### src/rtl/delay_arb_pkg.sv
// Shared types and helpers for the delay timer arbiter.
// State encoding, default sizing and the round-robin pointer step.
package delay_arb_pkg;

   localparam int N_DEF  = 4;
   localparam int DW_DEF = 16;

   localparam logic [1:0] ST_IDLE = 2'd0;
   localparam logic [1:0] ST_RUN  = 2'd1;
   localparam logic [1:0] ST_DONE = 2'd2;

   typedef enum logic [1:0] {
      IDLE = ST_IDLE,
      RUN  = ST_RUN,
      DONE = ST_DONE
   } state_t;

   // Index that follows idx, wrapping at n.
   function automatic int unsigned next_index(int unsigned idx, int unsigned n);
      return (idx + 1 >= n) ? 0 : idx + 1;
   endfunction

endpackage

### src/rtl/delay_timer_arbiter_rr_arbiter.sv
// Combinational round-robin pick: first requester at or above ptr, with wrap.
module rr_arbiter #(
   parameter int N  = 4,
   parameter int PW = 2
) (
   input  logic [N-1:0]  req,
   input  logic [PW-1:0] ptr,
   output logic          valid,
   output logic [PW-1:0] winner
);

   logic [PW-1:0] sel;

   // Scanning from the far end lets the nearest candidate overwrite the others.
   always_comb begin
      // NOTE: every output gets a default first so no path leaves it unassigned (no latch).
      valid  = 1'b0;
      winner = '0;
      sel    = '0;
      for (int k = N - 1; k >= 0; k--) begin
         sel = PW'((int'(ptr) + k) % N);
         if (req[sel]) begin
            valid  = 1'b1;
            winner = sel;
         end
      end
   end

endmodule

### src/rtl/delay_timer_arbiter.sv
// One delay counter shared round-robin among N requesters; Done pulses the owner.
// Optional DELAY_ARB_ABORT_EN: owner dropping Req during RUN abandons its delay.
module delay_timer_arbiter
   import delay_arb_pkg::*;
#(
   parameter int N  = N_DEF,
   parameter int DW = DW_DEF
) (
   input  logic            Clock,
   input  logic            MR_n,
   input  logic [N-1:0]    Req,
   input  logic [N*DW-1:0] Delay,
   output logic [N-1:0]    Grant,
   output logic [N-1:0]    Done,
   output logic            Busy
);

   localparam int PW = (N > 1) ? $clog2(N) : 1;
   localparam logic [N-1:0] ONE = {{(N-1){1'b0}}, 1'b1};

   state_t        state_q, state_d;
   logic [N-1:0]  grant_q, grant_d;
   logic [N-1:0]  done_q, done_d;
   logic          busy_q, busy_d;
   logic [DW-1:0] dly_q, dly_d;
   logic [DW-1:0] cnt_q, cnt_d;
   logic [PW-1:0] ptr_q, ptr_d;
   logic [PW-1:0] own_q, own_d;
   logic          arb_valid;
   logic [PW-1:0] arb_winner;

   rr_arbiter #(.N(N), .PW(PW)) u_arb (
      .req    (Req),
      .ptr    (ptr_q),
      .valid  (arb_valid),
      .winner (arb_winner)
   );

   always_comb begin
      state_d = state_q;
      grant_d = grant_q;
      done_d  = '0;
      dly_d   = dly_q;
      cnt_d   = cnt_q;
      ptr_d   = ptr_q;
      own_d   = own_q;
      case (state_q)
         IDLE: begin
            grant_d = '0;
            if (arb_valid) begin
               grant_d = ONE << arb_winner;
               dly_d   = Delay[int'(arb_winner)*DW +: DW];
               cnt_d   = '0;
               ptr_d   = PW'(next_index(int'(arb_winner), N));
               own_d   = arb_winner;
               state_d = RUN;
            end
         end
         RUN: begin
            // Equality compare only: cnt stops at dly, so dly = all-ones never wraps.
            if (cnt_q == dly_q) begin
               done_d  = ONE << own_q;
               state_d = DONE;
            end else begin
               cnt_d = cnt_q + 1'b1;
            end
`ifdef DELAY_ARB_ABORT_EN
            if (!Req[own_q]) begin
               grant_d = '0;
               done_d  = '0;
               cnt_d   = cnt_q;
               state_d = IDLE;
            end
`endif
         end
         DONE: begin
            grant_d = '0;
            state_d = IDLE;
         end
         default: begin
            grant_d = '0;
            state_d = IDLE;
         end
      endcase
      busy_d = (state_d != IDLE);
   end

   always_ff @(posedge Clock) begin
      if (!MR_n) begin
         state_q <= IDLE;
         grant_q <= '0;
         done_q  <= '0;
         busy_q  <= 1'b0;
         dly_q   <= '0;
         cnt_q   <= '0;
         ptr_q   <= '0;
         own_q   <= '0;
      end else begin
         // NOTE: non-blocking updates so every register samples pre-edge values.
         state_q <= state_d;
         grant_q <= grant_d;
         done_q  <= done_d;
         busy_q  <= busy_d;
         dly_q   <= dly_d;
         cnt_q   <= cnt_d;
         ptr_q   <= ptr_d;
         own_q   <= own_d;
      end
   end

   assign Grant = grant_q;
   assign Done  = done_q;
   assign Busy  = busy_q;

endmodule

### config.mk
export PLATFORM = sky130hd
export DESIGN_NAME = delay_timer_arbiter
export DESIGN_NICKNAME = d
export VERILOG_FILES = /design/src/rtl/delay_arb_pkg.sv /design/src/rtl/delay_timer_arbiter_rr_arbiter.sv /design/src/rtl/delay_timer_arbiter.sv
export SDC_FILE = /design/constraint.sdc
export NUM_CORES = 1
export LEC_CHECK = 0
export CAP_MARGIN = 15
export CELL_PAD_IN_SITES_DETAIL_PLACEMENT = 0
export CELL_PAD_IN_SITES_GLOBAL_PLACEMENT = 2
export CORE_MARGIN = 1.5
export CORE_UTILIZATION = 28
export CTS_BUF_LIST = sky130_fd_sc_hd__clkbuf_4 sky130_fd_sc_hd__clkbuf_8
export DETAILED_ROUTE_END_ITERATION = 12
export PLACE_DENSITY_LB_ADDON = 0.1
export RECOVER_POWER = 50
export SYNTH_ARGS = -nofsm -noshare
export SYNTH_HDL_FRONTEND = slang
export SYNTH_SLANG_ARGS = --single-unit
export TNS_END_PERCENT = 1
### constraint.sdc
create_clock -name Clock -period 1.95 [get_ports Clock]
set_clock_uncertainty 0.1 [all_clocks]
set_input_delay 0.39 -clock Clock [delete_from_list [all_inputs] [get_ports Clock]]
set_output_delay 0.39 -clock Clock [all_outputs]
set_load 0.1 [all_outputs]
Yosys cells after proc, flatten, opt, wreduce, memory -nomap -nowiden:

Index checks and enable logic that the tools add are counted.

* latch bits: 0
* logic and storage cells: 56
* memories: 0
* output and inout bits: 9
* input bits: 70
* RAM bits: 0
* flip-flop bits (word level): 47
* memory bits (read-only): 0

* add/sub/neg operators: 5
* bitwise gates (word level): 0
* divide/modulo/power cells: 0
* order comparisons: 5
* eq/ne operators: 4
* shift operators: 3
* $mul: 0
* reductions and logical operators: 6
* multiplexer cells: 25

Operators with widths (number)
* $shiftx 64x7->16: 1
* $mux 16: 2
* $pmux 16 s2: 1
* $add 16x1->16 const B: 1
* $eq 16x16->1: 1
* $mux 2: 7
* $lt 2x3->1 const B: 4
* $bmux 1 s2: 4
* $mux 1: 8
* $pmux 4 s2: 1
* $shl 1x2->4 const A: 2
* $reduce_and 3->1: 2
* $add 2x2->2 const B: 2
* $mux 4: 1
* $ne 2x2->1 const B: 2
* $pmux 2 s2: 1
* $reduce_bool 2->1: 2
* $add 2x1->3 const B: 1
* $ge 3x3->1 const B: 1
* $add 2x1->2 const B: 1
* $eq 2x1->1 const B: 1
* $logic_not 2->1: 1
* $reduce_and 2->1: 1

Longest topological paths before layout:

* word-level depth: 10
* gate-level depth with buffers: 9
* depth with buffers taken out: 7

Cells and area by module:

From an unflattened synthesis, not the netlist that was laid out.

* cells, all modules: 290
* area, all modules: 2626.3 um2

Modules (own cells, without submodules)
* delay_timer_arbiter: instances 1, area each 2548.7 um2, cells an instance 277, sequential area each 940.9 um2
* rr_arbiter: instances 1, area each 77.6 um2, cells an instance 13, sequential area each 0.0 um2

Worst setup path after synthesis:

No wires, ideal clock.

* kind: input-to-reg
* from: input Req[0]
* to: register grant_q[0] (netlist: Grant[0])
* path buffers: 2
* stages on the path: 8
* data arrival time: 1.592 ns
* slack: 0.136 ns
* required time: 1.728 ns
* setup time: 0.122 ns
* cells stage by stage: a21oi_1 a2bb2oi_1 buf_2 buf_2 inv_1 ha_1 a22oi_1 nor2b_1

* word-level cells in the longest chain between the ends: 9
* elaborated cells between the ends (all ways): 19
* classes of those cells: 1 x shift; 18 x mux

RTL lines
* from (decl): line delay_timer_arbiter.sv:11 `input logic [N-1:0] Req,`
* $bmux 1 s2: line delay_timer_arbiter_rr_arbiter.sv:22 `if (req[sel]) begin`
* $mux 1 (not written as such): line delay_timer_arbiter_rr_arbiter.sv:22
* $mux 2 (3 in series): line delay_timer_arbiter_rr_arbiter.sv:22
* $mux 2 (*): line delay_timer_arbiter_rr_arbiter.sv:22
* named net arb_winner[1]: line delay_timer_arbiter.sv:30 `logic [PW-1:0] arb_winner;`
* $shl 1x2->4 (*): line delay_timer_arbiter.sv:51 `grant_d = ONE << arb_winner;`
* $mux 4 (*): line delay_timer_arbiter.sv:50 `if (arb_valid) begin`
* $pmux 4 s2 (*): line delay_timer_arbiter.sv:47 `case (state_q)`
* to (signal assigned): line delay_timer_arbiter.sv:101 `grant_q <= grant_d;`
* to (decl): line delay_timer_arbiter.sv:22 `logic [N-1:0] grant_q, grant_d;`

Mark *: on every way through the listed nets, which the timed path passes. The rest lies on a longest branch. The select of a mux whose other input is x is not followed.
A chain may end at the register's enable or synchronous reset.

Worst setup path after layout:

* from: register cnt_q[2]
* to: register cnt_q[7]

* word-level cells in the longest chain between the ends: 3
* elaborated cells between the ends (all ways): 6
* classes of those cells: 1 x add/sub; 2 x eq/ne; 2 x mux; 1 x reduce/logical

RTL lines
* from (decl): line delay_timer_arbiter.sv:26 `logic [DW-1:0] cnt_q, cnt_d;`
* from (signal assigned): line delay_timer_arbiter.sv:105 `cnt_q <= cnt_d;`
* $add 16x1->16 / $eq 16x16->1 (equally long branches): line delay_timer_arbiter.sv:65, delay_timer_arbiter.sv:61
* $mux 16 / $ne 2x2->1 (equally long branches)
* $pmux 16 s2 / $reduce_and 3->1 (equally long branches)

Several ways; a longest one is shown, not always the timed one. The select of a mux whose other input is x is not followed.

==> flow_summary.yaml <==
outcome:
  outcome: "completed"
floorplan:
  chipWidth_um: 97.9
  core_area_mm2: 0.00872
  die_height_um: 97.9
  design.die.area_mm2: 0.00959
  floorplan.io_pins: 79
  initial_core_util_pct: 28.9
  rows: 34
route:
  drt_iter0_drc: 54
  route.final.wire_length_um: 7430
  final_antenna_net_count: 0
  routed-via-count: 2385
  drt_drc_violations_left: 0
  viasPerCell: 4.86
  wl_per_cell_um: 15.1
  first_pass_iters: 4
sta:
  final_setup_violation_count: 0
  setup_slack_ns: 0.0871
  timing.fmax_mhz: 537
  count_of_endpoints_failing_hold_in_the_final_timing_report: 0
  slew-limit-headroom_pct: 64.1
  min_period_ns: 1.86
  min_period_over_period_pct: 95.5
  final_sum_of_negative_setup_slack_ns: 0
  finalMaxSlewViolations: 0
  worst_pin_slew_ns: 0.541
worst_hold_path:
  hold_end: "dly_q[10]$_SDFFE_PN0P_"
  timing.hold.worst.class: "flip-flop to flip-flop"
  min_delay_path_depth: 2
  hold_path.startpoint: "dly_q[10]$_SDFFE_PN0P_"
global_route:
  wire_length_of_the_first_global_routing_pass_um: 11800
  grt_pass1_vias: 2351
  grt_overflow: 0
  largest_net_degree_at_the_start_of_global_routing: 32
  grt_antenna_before_repair: 0
  track_usage_pct: 15.4
synthesis:
  ys_seq_elements: 47
  synth.cells.most_frequent: "dfxtp_1, mux2i_1, nand2_1"
  synthesis.instances: 277
  syn_avg_cell_area_um2: 9.11
  synthesis.nets: 352
  synth_top_area_share_pct: 37.3
  yosys_warnings: 0
  synth_top_flop_cell: "dfxtp_1"
  synth_cell_type_count: 35
  ys_async_sr_fraction_pct: 0
  ys_seq_area_share_pct: 37.3
  edff_count_synth: 0
  library_cell_with_the_largest_summed_area_after_synthesis: "dfxtp_1"
  synth_area_mm2: 0.00252
  yosys.cell_count.top_type: "dfxtp_1"
  synth.area.top_cells: "dfxtp_1, mux2i_1, o221ai_1, xor2_1, nand2_1"
power:
  cellPowerDensity_mw_per_mm2: 757
  maximum_vdd_ir_drop_v: 0.000345
  post-layout-total-power_mw: 2.92
  leakage_nw: 1.58
final_layout:
  final_net_count: 457
  nFillCells: 878
  postLayoutCoreUtil_pct: 44.3
  diodes: 0
  fin_area_mm2: 0.00386
  final_layout_size_suffix_gt1_share_pct: 19.8
  area_growth_pct: 53.1
place:
  place.port_buffers: 78
  dp_worst_setup_slack_ns: -0.339
  postPlaceCellArea_mm2: 0.00379
  gpl.final_weighted_congestion: 0.846
  hpwlAfterDp_um: 5790
cts:
  cts_root_buf: "clkbuf_8"
  clk-insertion-delay-late_ns: 0.31
  cts.sinks: 47
  max-clock-path-buffers: 2
  clock_tree_from_tritoncts: "built"
  hold_bufs_inserted_after_cts: 0
  number_of_h_tree_levels: 2
  numCtsBuffers: 5
  clk_pin_slew_ns: 0.10
worst_setup_path:
  crit_type: "flip-flop to flip-flop"
  timing.reg2reg.setup_slack_ns: 0.09
  critical_path.max_stage_delay_ns: 0.51
  slowest_stage: "or4_1"
  crit_path_end_kind: "flip-flop"
  element_type_at_the_critical_path_start: "flip-flop"
  worst-endpoint-required_ns: 2.10
  crit_chain: "xor2_2 > nor4_2 > and4_4 > buf_6 > or4_1 > a21oi_1"
  r2r_cells: 6
  critical_path.max_fanout: 19
  rr_endpoint: "cnt_q[7]$_SDFFE_PN0P_"
  worst_ep_arrival_time_ns: 2.01
  path_buf_inv: 1
  reg_to_reg_critical_path_startpoint: "cnt_q[2]$_SDFFE_PN0P_"
  critical_path.top_delay_family: "simple AND/OR/NAND/NOR gates"
flow_run:
  count_of_maximum_capacitance_violations: 0
[through the flow]
step	cells	hold WS, ns
final	491	0.392
after global routing	491	0.432
after CTS	491	0.399
after detailed placement	483	0.381
after global placement	483	0.376
after floorplan	277	0.346
[layout make-up]
cell class	count	area (um^2)	share of cell area (%)
Multi-Input combinational cell	207	1540	39.9
Timing Repair Buffer	115	1070	27.8
Sequential cell	47	953	24.7
Tap cell	108	135	3.50
Clock buffer	5	68.8	1.78
Clock inverter	3	67.6	1.75
Inverter	6	22.5	0.583
[worst max path at each step]
stage	end	startpoint	slack, ns	depth (start not counted)
CTS	cnt_q[15]$_SDFFE_PN0P_	cnt_q[5]$_SDFFE_PN0P_	-0.04	6
detailed placement	cnt_q[6]$_SDFFE_PN0P_	Req[2]	-0.34	6
floorplan	Grant[0]$_SDFFE_PN0N_	Req[0]	0.14	8
finish	cnt_q[7]$_SDFFE_PN0P_	cnt_q[2]$_SDFFE_PN0P_	0.09	6
global placement	Grant[0]$_SDFFE_PN0N_	Req[2]	-0.35	8
global route	dly_q[15]$_SDFFE_PN0P_	ptr_q[1]$_SDFFE_PN0P_	-0.008	6
[per-layer routing]
layer	GRT usage, %	part of all wire (%)	vias to the layer above
met4	3.96	1.0	0
met1	18.5	42	1101
li1	-	-	1236
met3	3.36	3.9	5
met2	27.9	53	43
met5	0	0	-
[sequential cells by signal, indices dropped and copies added (netlist names)]
register and count:
cnt_q 16, ptr_q 2, state_q 2, Grant 4, own_q 2, Busy 1, dly_q 16, Done 4
[worst min-delay path: stages, from the launching register on]
cell and delay (ns):
dfxtp_1 0.35, nand2_1 0.06, o221ai_1 0.06
[cells in the final DEF (no fill, tap or decap), types with 5 or more instances in the layout]
cell,Yosys,routed
dfxtp_1,47,39
clkdlybuf4s50_1,0,65
dfxtp_2,0,7
nor2b_1,6,6
a21oi_1,15,13
xor2_1,16,13
or3_1,6,6
o221ai_1,16,16
clkbuf_8,0,5
nand2_1,33,33
o21ai_0,7,7
inv_1,6,6
o31ai_1,6,6
nand3_1,7,7
buf_4,0,29
ha_1,5,5
mux2i_1,34,34
nand4_1,7,7
or4_1,9,8
clkbuf_2,0,9
[cells by family (layout without fill, tap and decap cells)]
kind of cell	after synthesis	after routing	share of synthesized area, %
and+or+nand+nor	95	95	20.8
AOI/OAI and AO/OA	56	56	15.2
buffers and inverters	23	129	4.71
xor gates and xnor gates	16	16	5.56
muxes	35	35	13.9
DFF	47	47	37.3
adders and majority gates	5	5	2.48
[timing repair]
| item | in CTS | in global routing |
|---|---|---|
| resized for setup | 3 | 25 |
| buffers inserted | 0 | 0 |
| setup endpoints to repair | 16 | 41 |
| hold endpoints to repair | 0 | 0 |
| cloned | 0 | 0 |
| pin swaps | 0 | 2 |
[power breakdown]
part / switching (mW) / total [mW] / internal [mW]
sequential: 0.0740 / 1.13 / 1.05
combinational: 0.458 / 0.922 / 0.465
clock: 0.362 / 0.873 / 0.512
total: 0.893 / 2.92 / 2.03
No activity file was read; power rests on OpenSTA's default activity.
